$ cat config.mk
export PLATFORM = sky130hd
export DESIGN_NAME = dm_mem_arbiter
export DESIGN_NICKNAME = d
export VERILOG_FILES = /design/src/rtl/dm_mem_arbiter.sv
export SDC_FILE = /design/constraint.sdc
export NUM_CORES = 1
export LEC_CHECK = 0
export BUFFER_PORTS_ARGS = -buffer_cell sky130_fd_sc_hd__buf_2
export CAP_MARGIN = 20
export CORE_AREA = 2 2 121 123
export CTS_CLUSTER_SIZE = 12
export DETAILED_ROUTE_END_ITERATION = 10
export DIE_AREA = 0 0 123 125
export SYNTH_ARGS = -nofsm -noshare
export SYNTH_HDL_FRONTEND = slang
export SYNTH_SLANG_ARGS = --single-unit
$ cat constraint.sdc
create_clock -name clk_i -period 3.55 [get_ports clk_i]
set_clock_uncertainty 0.15 [all_clocks]
set_input_delay 0.71 -clock clk_i [delete_from_list [all_inputs] [get_ports clk_i]]
set_output_delay 0.71 -clock clk_i [all_outputs]
set_load 0.05 [all_outputs]
$ cat src/rtl/dm_mem_arbiter.sv
// dm_mem_arbiter: shares one memory port between the core data port (cpu_*)
// and the debug module master port (dbg_*). One requester is granted at a
// time; its request is registered onto mem_* and the single-cycle memory
// response is routed back to the granted requester only.
module dm_mem_arbiter #(
    parameter int unsigned S_OFFSET     = 2,
    parameter int unsigned S_MASK       = 2**S_OFFSET,
    parameter int unsigned S_LINE       = 8*S_MASK,
    parameter int unsigned DBG_PRIORITY = 0
) (
    input  logic              clk_i,
    input  logic              rst_i,

    input  logic              cpu_stb,
    input  logic              cpu_we,
    input  logic [S_MASK-1:0] cpu_mbe,
    input  logic [31:0]       cpu_address,
    input  logic [S_LINE-1:0] cpu_wdata,
    output logic              cpu_resp,
    output logic [S_LINE-1:0] cpu_rdata,

    input  logic              dbg_stb,
    input  logic              dbg_we,
    input  logic [S_MASK-1:0] dbg_mbe,
    input  logic [31:0]       dbg_address,
    input  logic [S_LINE-1:0] dbg_wdata,
    output logic              dbg_resp,
    output logic [S_LINE-1:0] dbg_rdata,

    output logic              mem_stb,
    output logic              mem_we,
    output logic [S_MASK-1:0] mem_mbe,
    output logic [31:0]       mem_address,
    output logic [S_LINE-1:0] mem_wdata,
    input  logic              mem_resp,
    input  logic [S_LINE-1:0] mem_rdata
);

    localparam bit DBG_WINS = (DBG_PRIORITY != 0);

    typedef enum logic [1:0] {
        IDLE    = 2'd0,
        GNT_CPU = 2'd1,
        GNT_DBG = 2'd2
    } state_t;

    state_t state_q;
    state_t state_d;
    logic   last_dbg_q;   // 1: last grant went to dbg, 0: to cpu
    logic   last_dbg_d;
    logic   grant_cpu;
    logic   grant_dbg;

    // Arbitration, next state and same-cycle response routing
    always_comb begin
        state_d    = state_q;
        last_dbg_d = last_dbg_q;
        grant_cpu  = 1'b0;
        grant_dbg  = 1'b0;
        cpu_resp   = 1'b0;
        dbg_resp   = 1'b0;
        case (state_q)
            IDLE: begin
                if (cpu_stb && dbg_stb) begin
                    // tie: fixed dbg priority, or the side not served last
                    if (DBG_WINS || !last_dbg_q) begin
                        grant_dbg = 1'b1;
                    end else begin
                        grant_cpu = 1'b1;
                    end
                end else if (dbg_stb) begin
                    grant_dbg = 1'b1;
                end else if (cpu_stb) begin
                    grant_cpu = 1'b1;
                end
                if (grant_dbg) begin
                    state_d    = GNT_DBG;
                    last_dbg_d = 1'b1;
                end else if (grant_cpu) begin
                    state_d    = GNT_CPU;
                    last_dbg_d = 1'b0;
                end
            end
            GNT_CPU: begin
                if (mem_resp) begin
                    cpu_resp = 1'b1;
                    state_d  = IDLE;
                end
            end
            GNT_DBG: begin
                if (mem_resp) begin
                    dbg_resp = 1'b1;
                    state_d  = IDLE;
                end
            end
            default: begin
                state_d = IDLE;
            end
        endcase
    end

    // State and round-robin history registers
    always_ff @(posedge clk_i) begin
        if (rst_i) begin
            state_q    <= IDLE;
            last_dbg_q <= 1'b0;
        end else begin
            state_q    <= state_d;
            last_dbg_q <= last_dbg_d;
        end
    end

    // Memory port request registers: captured at grant, held until response
    always_ff @(posedge clk_i) begin
        if (rst_i) begin
            mem_stb     <= 1'b0;
            mem_we      <= 1'b0;
            mem_mbe     <= '0;
            mem_address <= '0;
            mem_wdata   <= '0;
        end else if (grant_cpu) begin
            mem_stb     <= 1'b1;
            mem_we      <= cpu_we;
            mem_mbe     <= cpu_mbe;
            mem_address <= cpu_address;
            mem_wdata   <= cpu_wdata;
        end else if (grant_dbg) begin
            mem_stb     <= 1'b1;
            mem_we      <= dbg_we;
            mem_mbe     <= dbg_mbe;
            mem_address <= dbg_address;
            mem_wdata   <= dbg_wdata;
        end else if ((state_q != IDLE) && mem_resp) begin
            mem_stb     <= 1'b0;
        end
    end

    // Read data is broadcast; each requester qualifies it with its own resp
    assign cpu_rdata = mem_rdata;
    assign dbg_rdata = mem_rdata;

endmodule

# --- Yosys cells after proc, flatten, opt, wreduce, memory -nomap -nowiden ---
# Cells that the tools add are included.
word_totals:
  reg_bits: 73
  elab_cells: 52
op_classes:
  n_eq_ne: 4
  mux: 31
  reduce_logical: 10
op_table:
  columns: ["op", "n"]
  rows:
  - ["2-to-1 mux 32 bit", 4]
  - ["2-to-1 mux 1 bit", 21]
  - ["2-to-1 mux 4 bit", 2]
  - ["2-to-1 mux 2 bit", 3]
  - ["nonzero test 2 bit", 3]
  - ["one-hot mux 2 bit (2 select lines)", 1]
  - ["AND reduction 2 bit", 2]
  - ["inequality test 3 bit, second input constant", 1]
  - ["nonzero test 3 bit", 1]
  - ["== test 2 x 1 -> 1 bit, second input constant", 1]
  - ["== test 2 bit, second input constant", 1]
  - ["logical AND 1 bit", 2]
  - ["zero test 2 bit", 1]
  - ["inequality test 2 x 1 -> 1 bit, second input constant", 1]
  - ["OR reduction 2 bit", 1]

# --- Logic depth before layout (Yosys ltp) ---
logic_depth:
  word_depth: 7
  depth_mapped: 8

# --- Worst setup path after synthesis ---
# OpenSTA, ideal clock, no wires.
synth_timing:
  path_type: "input to output"
  from: "input mem_resp"
  to: "output cpu_resp"
  t_arrival_ns: 1.122
  t_required_ns: 2.690
  slack_ns: 1.568
  stages: 1
  path_buffers: 0
  path_cell_list: "and2_1"
synth_between:
  elab_chain_len: 2
synth_rtl:
  columns: ["item", "line_no", "text"]
  rows:
  - ["start, declared", "35", "input logic mem_resp,"]
  - ["2-to-1 mux 1 bit", "85", "if (mem_resp) begin"]
  - ["2-to-1 mux 1 bit", "62", "case (state_q)"]
  - ["end, declared", "19", "output logic cpu_resp,"]
# No other way between the ends.

# --- Worst setup path after layout ---
layout_timing:
  from: "register state_q[0]"
  to: "register mem_wdata[25]"
layout_between:
  elab_chain_len: 3
layout_rtl:
  columns: ["item", "line_no", "text"]
  rows:
  - ["start, declared", "47", "state_t state_q;"]
  - ["start signal, assigned", "108", "state_q <= state_d;"]
  - ["zero test 2 bit *", "62", null]
  - ["2-to-1 mux 1 bit", "62", null]
  - ["2-to-1 mux 32 bit or nonzero test 2 bit (tied branches)", null, null]
  - ["end signal, assigned", "126", "mem_wdata <= cpu_wdata;"]
  - ["end signal, assigned", "132", "mem_wdata <= dbg_wdata;"]
  - ["end, declared", "34", "output logic [S_LINE-1:0] mem_wdata,"]
# Mark *: on every way between the ends. The rest lies on a longest branch, timed or not.
# A chain may end at the register's enable or synchronous reset.

==> results.json <==
{
  "synth_most_common_cell": "dfxtp_1",
  "power_frac_seq_pct": 35.5,
  "grt_start_max_net_pins": 52,
  "root_buffer": "clkbuf_16",
  "antenna_cells": 0,
  "clock-sinks": 73,
  "synth-edff-count": 0,
  "seqCellArea_um2": 1463,
  "worstPathArrival_ns": 2.61,
  "slowest_stage": "inv_2",
  "grt_pass1_vias": 4450,
  "hold_start": "mem_stb",
  "gp_congestion": 0.7352,
  "die_y_um": 125,
  "rr_worst_depth": 6,
  "cap_violations": 0,
  "fmax_ghz": 0.3920,
  "via_count": 4224,
  "grt_first_pass_wirelength_mm": 21.71,
  "r2r_end": "mem_wdata[25]",
  "cp-end-kind": "register",
  "setup_viol": 0,
  "min_path_cells": 2,
  "p_int_uw": 1694,
  "syn_inst": 495,
  "synth_top_flop_cell": "dfxtp_1",
  "yosys-top-cells-area": "dfxtp_1 34%, a2111oi_1 16%, buf_4 13%",
  "cp-start-kind": "register",
  "drv_slew": 0,
  "post_cts_buffers": 0,
  "switching_share_pct": 40.53,
  "cp_cell_sequence": "inv_1 -> ha_1 -> inv_2 -> buf_4 -> a2111oi_0 -> a2111oi_1",
  "syn-mean-instance-area_um2": 8.584,
  "hp-class": "register to register",
  "die_x_um": 123,
  "placed_cells": 786,
  "syn-cell-area_um2": 4249,
  "clkLatencyLatePin_ns": 0.33,
  "p_sw_uw": 1155,
  "drive_gt1_share_pct": 40.98,
  "drt-initial-drc-count": 286,
  "synth_top_area_share_pct": 34.39,
  "pwr-share-comb_pct": 36.0,
  "initial_core_util_pct": 29.92,
  "critPathRequiredTime_ns": 3.61,
  "htreeDepth": 3,
  "criticalPathCategory": "register to register",
  "final_cell_count_no_fill": 799,
  "async_flop_share_pct": 0,
  "status": "finished clean",
  "r2r_start": "state_q[0]",
  "slowest_delay_ns": 0.67,
  "final_nets": 791,
  "io_buffers": 214,
  "worst_pin_slew_ns": 0.9013,
  "clk_pin_slew_worst_paths_ns": 0.05,
  "fin_crit_ns": 2.551,
  "hold_viol_final": 0,
  "place.detailed.hpwl_mm": 9.172,
  "syn2layout_area_growth_pct": 21.67,
  "ys_seq_elements": 73,
  "fin_crit_sh_pct": 71.85,
  "wl_per_cell_um": 17.07,
  "design.core.area_um2": 14200,
  "routed_wl_mm": 13.64,
  "reg2reg_slack_ns": 1.0,
  "synth_common_cells": "73 x dfxtp_1, 72 x inv_1, 71 x buf_4, 70 x nor2_1, 69 x a2111oi_1",
  "fillers": 1509,
  "rsz0062_at_grt": "no",
  "via_per_inst": 5.287,
  "yosysTopAreaCell": "dfxtp_1",
  "num_rows": 44,
  "whs_ns": 0.3324,
  "drt_pass1_iterations": 4,
  "crit_fanout": 51,
  "antenna_found_initial": 0,
  "cts_resized": 0,
  "power.density_nw_per_um2": 551.1,
  "hold_buffers": 0,
  "max_slew_margin_pct": 39.92,
  "yosys_warnings": 0,
  "final_antenna_net_count": 0,
  "ys_types": 25,
  "drcViolationCount": 0,
  "fin_util_pct": 36.40,
  "min_to": "mem_stb",
  "grt_usage_pct": 17.82,
  "p_leak_uw": 0.002405,
  "cts_buffers": 9,
  "peakVddDrop_v": 0.0001882,
  "clockBufferDepth": 2,
  "io_pins": 311,
  "multi_input_area_um2": 1778,
  "grt.overflow.total": 0,
  "die-area_um2": 15380,
  "syn_nets": 673,
  "fin_setup_tns_ns": 0,
  "cts_tree": "yes",
  "yosysSeqAreaShare_pct": 34.39,
  "p_clk_share_pct": 28.5
}
==> area by class of cell <==
| cell class | count | area share, % |
|---|---|---|
| Tap cell | 184 | 4.453 |
| Sequential cell | 73 | 28.29 |
| Inverter | 75 | 5.445 |
| Timing Repair Buffer | 225 | 22.56 |
| Clock buffer | 12 | 4.768 |
| Multi-Input combinational cell | 229 | 34.39 |
| Clock inverter | 1 | 0.09681 |
==> cells in the final DEF, fill, tap and decap left out, drive strengths merged <==
cell	count
a2111oi	138
a211o	1
a21oi	4
a32oi	1
and2	2
buf	225
clkbuf	12
clkinv	1
dfxtp	73
ha	3
inv	75
nand2	2
nand4b	1
nor2	70
nor2b	1
nor3b	1
o21a	1
o21ai	4
==> state kept, by name (all words and copies together), names as in the netlist <==
register / cells
state_q: 2
last_dbg_q: 1
mem_address: 32
mem_mbe: 4
mem_wdata: 32
mem_we: 1
mem_stb: 1
==> per-layer routing <==
metal / GRT usage, % / part of all wire (%) / vias up
li1: - / - / 1991
met1: 19.76 / 41 / 2032
met2: 31.17 / 49 / 152
met3: 3.650 / 6.6 / 49
met4: 10.16 / 3.5 / 0
met5: 0 / 0 / -
==> how the worst max path moves through the flow <==
| stage | depth (start not counted) | slack, ns | end | from |
|---|---|---|---|---|
| 3_5_place_dp | 6 | 0.99 | mem_wdata[8] | state_q[0] |
| 2_1_floorplan | 1 | 1.57 | cpu_resp | mem_resp |
| 5_1_grt | 6 | 0.75 | mem_wdata[21] | state_q[0] |
| 4_1_cts | 6 | 1.02 | mem_wdata[8] | state_q[0] |
| 3_3_place_gp | 6 | 1.15 | mem_wdata[15] | state_q[0] |
| 6_report | 6 | 1.0 | mem_wdata[25] | state_q[0] |
==> kinds of logic after synthesis <==
family,after synthesis,share of synthesized area [%]
adder cells (fa/ha/maj),3,0.8835
AND/OR/NAND/NOR,77,7.185
buffers and inverters,193,23.97
AO/OA/AOI/OAI,149,33.57
flip-flops,73,34.39
==> power by group through the flow <==
stage	clock network (uW)	registers (uW)	logic (uW)
after floorplan	0	1400	569
after global placement	0	1020	1010
after detailed placement	0	1030	1030
after CTS	850	1010	1030
after global routing	878	1030	1100
final	813	1010	1020
==> worst max-delay path: cells and delay by family (launching register included) <==
| family | cells | cell delay, ns |
|---|---|---|
| compound gates | 2 | 0.52 |
| fa+ha+maj | 1 | 0.29 |
| buf+inv | 3 | 1.11 |
| flops | 1 | 0.35 |
==> per-stage QoR <==
stage | instance area [um^2] | power, uW | setup WS (ns)
after floorplan | 4249 | 1968 | 1.568
after global placement | 4918 | 2033 | 1.154
after detailed placement | 4918 | 2058 | 0.9855
after CTS | 5170 | 2893 | 1.018
after global routing | 5170 | 3007 | 0.7520
final | 5170 | 2849 | 0.9991
Note: power is estimated with default switching activity, not from simulation.
